===== config.mk =====
export PLATFORM = sky130hd
export DESIGN_NAME = multi_mixer
export DESIGN_NICKNAME = d
export VERILOG_FILES = /design/src/rtl/multi_mixer.sv
export SDC_FILE = /design/constraint.sdc
export NUM_CORES = 1
export LEC_CHECK = 0
export ABC_AREA = 1
export CORE_MARGIN = 1
export CORE_UTILIZATION = 40
export DETAILED_ROUTE_END_ITERATION = 10
export DONT_BUFFER_PORTS = 1
export GPL_TIMING_DRIVEN = 0
export PLACE_DENSITY = 0.58
export SKIP_CTS_REPAIR_TIMING = 1
export SYNTH_ARGS = -nofsm -noshare
export SYNTH_HDL_FRONTEND = slang
export SYNTH_SLANG_ARGS = --single-unit

===== constraint.sdc =====
create_clock -name clock -period 7.3 [get_ports clock]
set_clock_uncertainty 0.2 [all_clocks]
set_input_delay 0.365 -clock clock [delete_from_list [all_inputs] [get_ports clock]]
set_output_delay 0.365 -clock clock [all_outputs]
set_load 0.02 [all_outputs]

===== src/rtl/multi_mixer.sv =====
// Weighted multi-channel audio mixer: one MAC per channel per cycle, weights
// glide one step per sample toward button-set targets, result saturated to WIDTH.
module multi_mixer #(
    parameter int NCH   = 4,
    parameter int WIDTH = 18,
    parameter int WBITS = 5
) (
    input  logic                   clock,
    input  logic                   reset,
    input  logic [NCH*WIDTH-1:0]   audio_in,
    input  logic                   ready,
    input  logic [2:0]             sel,
    input  logic                   up,
    input  logic                   down,
    input  logic [NCH-1:0]         mute,
    output logic [WIDTH-1:0]       audio_out,
    output logic                   out_valid,
    output logic [NCH*WBITS-1:0]   weights,
    output logic                   busy,
    output logic                   overrun
);

    localparam int AW = WIDTH + WBITS + $clog2(NCH) + 1;
    localparam int IW = $clog2(NCH);

    localparam logic [WBITS-1:0]     WMAX     = '1;
    localparam logic [WBITS-1:0]     WINIT    = {1'b1, {(WBITS-1){1'b0}}};
    localparam logic [IW-1:0]        LAST_IDX = IW'(NCH - 1);
    localparam logic signed [AW-1:0] OUT_MAX  = {{(AW-WIDTH+1){1'b0}}, {(WIDTH-1){1'b1}}};
    localparam logic signed [AW-1:0] OUT_MIN  = {{(AW-WIDTH+1){1'b1}}, {(WIDTH-1){1'b0}}};

    typedef enum logic [1:0] {IDLE, ACC, DONE} state_t;

    state_t                  state;
    logic                    up_q;
    logic                    down_q;
    logic                    up_edge;
    logic                    down_edge;
    logic                    sel_ok;
    logic                    accept;
    logic [WBITS-1:0]        tgt [NCH];
    logic [WBITS-1:0]        act [NCH];
    logic [IW-1:0]           idx;

    logic signed [WIDTH-1:0] sample_p0 [NCH];
    logic [NCH-1:0]          mute_p0;
    logic signed [AW-1:0]    acc_p1;
    logic signed [AW-1:0]    wext;
    logic signed [AW-1:0]    sext;
    logic signed [AW-1:0]    term;
    logic signed [AW-1:0]    acc_sum;

    function automatic logic [WBITS-1:0] w_inc(input logic [WBITS-1:0] w);
        if (w == WMAX)
            return w;
        return w + WBITS'(1);
    endfunction

    function automatic logic [WBITS-1:0] w_dec(input logic [WBITS-1:0] w);
        if (w == '0)
            return w;
        return w - WBITS'(1);
    endfunction

    function automatic logic [WBITS-1:0] step_toward(input logic [WBITS-1:0] a,
                                                     input logic [WBITS-1:0] t);
        if (a < t)
            return a + WBITS'(1);
        if (a > t)
            return a - WBITS'(1);
        return a;
    endfunction

    // Weights are unity at 2^WBITS, so dropping WBITS bits restores sample scale.
    function automatic logic signed [WIDTH-1:0] sat_shift(input logic signed [AW-1:0] a);
        logic signed [AW-1:0] s;
        s = a >>> WBITS;
        if (s > OUT_MAX)
            return OUT_MAX[WIDTH-1:0];
        if (s < OUT_MIN)
            return OUT_MIN[WIDTH-1:0];
        return s[WIDTH-1:0];
    endfunction

    assign up_edge   = up & ~up_q;
    assign down_edge = down & ~down_q;
    assign sel_ok    = ({1'b0, sel} < 4'(NCH));
    assign accept    = (state == IDLE) && ready;

    for (genvar g = 0; g < NCH; g++) begin : g_weights
        assign weights[g*WBITS +: WBITS] = tgt[g];
    end

    // Stage p0 -> p1: one channel product per ACC cycle, muted channels add zero.
    always_comb begin
        wext    = {{(AW-WBITS){1'b0}}, act[idx]};
        sext    = {{(AW-WIDTH){sample_p0[idx][WIDTH-1]}}, sample_p0[idx]};
        term    = '0;
        if (!mute_p0[idx])
            term = wext * sext;
        acc_sum = acc_p1 + term;
    end

    always_ff @(posedge clock or negedge reset) begin
        if (!reset) begin
            state     <= IDLE;
            busy      <= 1'b0;
            out_valid <= 1'b0;
            overrun   <= 1'b0;
            audio_out <= '0;
            up_q      <= 1'b0;
            down_q    <= 1'b0;
            idx       <= '0;
            for (int i = 0; i < NCH; i++) begin
                tgt[i] <= WINIT;
                act[i] <= WINIT;
            end
        end else begin
            up_q      <= up;
            down_q    <= down;
            out_valid <= 1'b0;

            // Simultaneous up and down edges cancel out.
            if (sel_ok && (up_edge != down_edge)) begin
                for (int i = 0; i < NCH; i++) begin
                    if (sel == 3'(i))
                        tgt[i] <= up_edge ? w_inc(tgt[i]) : w_dec(tgt[i]);
                end
            end

            if (ready && busy)
                overrun <= 1'b1;

            case (state)
                IDLE: begin
                    if (ready) begin
                        state <= ACC;
                        busy  <= 1'b1;
                        idx   <= '0;
                        for (int i = 0; i < NCH; i++)
                            act[i] <= step_toward(act[i], tgt[i]);
                    end
                end
                ACC: begin
                    idx <= idx + IW'(1);
                    if (idx == LAST_IDX) begin
                        state     <= DONE;
                        audio_out <= sat_shift(acc_sum);
                        out_valid <= 1'b1;
                    end
                end
                DONE: begin
                    state <= IDLE;
                    busy  <= 1'b0;
                end
                default: begin
                    state <= IDLE;
                    busy  <= 1'b0;
                end
            endcase
        end
    end

    // Stage p0 capture and p1 accumulation; data path carries no reset.
    always_ff @(posedge clock) begin
        if (accept) begin
            for (int i = 0; i < NCH; i++)
                sample_p0[i] <= $signed(audio_in[i*WIDTH +: WIDTH]);
            mute_p0 <= mute;
            acc_p1  <= '0;
        end else if (state == ACC) begin
            acc_p1 <= acc_sum;
        end
    end

endmodule


==> results.md <==
* Status: finished clean
* ANT nets after route at 0
* CP top delay family: adder cells
* Die area at 32900 µm²
* Row count at between 60 and 70
* Hold endpoint: weights[5]
* Max Cap Viol at 0
* Vias in the first global route at a little over 10000
* I/O Buffers at 0
* Pre-Repair DR Iteration Count at 4
* Critical path class: reg -> reg
* Minimum clock period at about 6.9 ns
* Ports at 125
* Die Y at around 180 µm
* Stages on worst setup path at 39
* Util after Layout at 48.6%
* Gpl congestion at a little over 0.9
* Vias per cell at 5.06
* Setup TNS at 0 ns
* Number of flops mapped to enable cells by yosys at 76
* CORE AREA at around 32000 µm²
* GRT Overall Usage at between 10% and 20%
* Grt ovf at 0
* Slew headroom at 13.9%
* First-iteration detailed-routing DRC count at ~540
* WHS Path Cells at 3
* Clock Pin Slew Worst Setup and Hold Paths at ~0.07 ns
* Starting density of the core at between 40 and 50%
* Largest net degree at the start of global routing at 68
* Critical Path Source Type: flop
* Crit Path Max Fanout at 11
* Root buffer cell: clkbuf_16
* Endpoints failing hold at 0
* Sink Count at 169
* Worst Max-Slew Pin Slew at 1.29 ns
* Syn Inst Count at 1579
* Cell Area, Synth at 12900 µm²
* Reg2Reg Setup Slack at 0.36 ns
* Chip Width at 181 µm
* H-tree lvl count at 4
* Antenna diodes at 0
* Hold WS at 0.0906 ns
* Initial antenna violation count at 0
* Worst path most repeated cell: nand2_1
* CTS max path bufs at 2
* Worst path slowest cell: fa_1
* CTS tree: built
* Min-delay src: sel[1]
* Post-synth cell types at 52
* Element type at the critical path end: flop
* Register area share after synthesis at 34.8%
* # setup viols final at 0
* CTS Buf Count at 17
* RR Startpoint: idx[0]
* Worst endpoint data arrival time at approximately 7 ns
* Slew Viols, Final at 0
* Post-synth net total at 1834
* Hpwl dp at 24.2 mm
* Crit path largest cell delay at 0.55 ns
* Final #Nets at 1947
* Worst r2r path cells at 39
* Drt wl/cell at 15.1 µm
* Worst Path Required at 7.43 ns
* Synthesis-to-layout area growth at 19.5%
* CP bufs+invs at 8
* Yosys reg bits at ~170
* DR DRC count at 0
* Period utilization at between 90% and 100%
* Worst min path class: in -> reg
* # fillers at 2989
* Reg2Reg Capture Point: audio_out[12]
* Max Freq at 0.144 GHz
* First-pass GRT wire length at about 51 mm
* Synth warn at 0
* Clock Latency Late Sink at 0.46 ns
* Avg Inst Size Synth at 8.16 µm²
* FFs w/ async S/R, synth at 39.6%
* Total Wirelength at 31.9 mm
* Top_reg_cell synth: edfxtp_1
* Vias at 10668
* Layout cells sized above 1 at 12.0%
## layer usage
layer	up-vias	GRT usage, %	wire length [µm]
li1	5358	-	-
met1	5069	25.3	15000
met2	214	31.6	15200
met3	27	4.27	1210
met4	0	5.90	505
met5	-	0	0
## how the worst max path moves through the flow
stage	to	slack [ns]	startpoint
after floorplan	audio_out[8]	0.68	idx[0]
after global placement	audio_out[14]	-0.60	idx[0]
after detailed placement	audio_out[14]	-0.65	idx[0]
after CTS	audio_out[14]	-0.70	idx[0]
after global routing	audio_out[11]	-0.04	idx[0]
final	audio_out[12]	0.36	idx[0]
## cell families after synthesis
kind of cell	count (synthesis)	synth area share, %
adder cells (fa/ha/maj)	171	20.1
flip-flops	169	34.8
buffers and inverters	276	8.19
XOR/XNOR	62	4.22
AND/OR/NAND/NOR	663	21.7
AO/OA/AOI/OAI	238	10.9
## cell usage after synthesis, types with 5 or more instances
master      n  area [µm²]
dfstp_2     8         210
nand3_2     7        70.1
a21oi_1    99         495
nand2_1   379        1420
nor2_2      6        37.5
dfxtp_1    26         521
o21ai_1     9        45.0
a32oi_1     9        78.8
fa_1       60        1200
nand4_1    11        68.8
edfxtp_1   76        2280
o21ai_0    64         320
inv_2      11        41.3
a32o_1     12         120
dfrtp_1    59        1480
a31oi_1    10        62.6
nand3_1    57         285
xor2_1     43         377
xnor2_1    19         166
inv_1     226         848
nor3_1     20         100
or2_2       6        37.5
nor2_1    160         601
clkbuf_1   27         101
nand2_2     5        31.3
ha_1      111        1390
a21o_1      7        52.6
## per-stage QoR
step	setup slack, ns	cells	cell area, µm²
after floorplan	0.677	1579	12900
after global placement	-0.604	1981	13400
after detailed placement	-0.652	1983	13400
after CTS	-0.702	2015	14000
after global routing	-0.0382	2107	15400
final	0.360	2107	15400
## cells in the final DEF, fill, tap and decap left out, types with 9 or more instances in the layout
| cell type | instances |
|---|---|
| dfxtp_1 | 26 |
| nor3_1 | 20 |
| nor2_1 | 144 |
| dlygate4sd3_1 | 80 |
| fa_1 | 60 |
| nand2_2 | 16 |
| xnor2_1 | 19 |
| nor2_2 | 19 |
| edfxtp_1 | 76 |
| inv_2 | 13 |
| a21oi_1 | 87 |
| nand3_2 | 9 |
| a32o_1 | 9 |
| xor2_1 | 43 |
| nand3_1 | 55 |
| inv_1 | 220 |
| nand4_1 | 11 |
| a21oi_2 | 12 |
| a31oi_1 | 10 |
| o21ai_0 | 62 |
| clkbuf_1 | 13 |
| buf_4 | 16 |
| nand2_1 | 367 |
| dfrtp_1 | 58 |
| clkbuf_16 | 17 |
| ha_1 | 99 |
## flip-flops by register name (all words and copies together), names as in the netlist, 2 cells and up
| register | cells |
|---|---|
| sample_p0 | 72 |
| acc_p1 | 26 |
| act | 20 |
| weights | 20 |
| audio_out | 18 |
| mute_p0 | 4 |
| idx | 2 |
| state | 2 |
## cell type report
cell class	instances	area, µm²	area share (%)
repair buffers	95	958	6.23
flip-flops and latches	169	4490	29.2
clock buffers	20	449	2.92
clock inverters	12	115	0.748
plain buffers	34	239	1.55
well taps	402	503	3.27
multi-input cells	1134	7720	50.1
inverters	241	920	5.98
## worst reg2reg max path, delay by kind of cell (launching register included)
family                     cells  cell delay (ns)
DFF                            1             0.38
buffers and inverters          8             1.01
xor gates and xnor gates       1             0.13
adders and majority gates      5             2.29
and+or+nand+nor               21             2.05
AOI/OAI and AO/OA              4             0.77
Power is left out: the tool's default activity adds up to more than one toggle a clock period on the data nets, which glitch-free logic cannot reach.
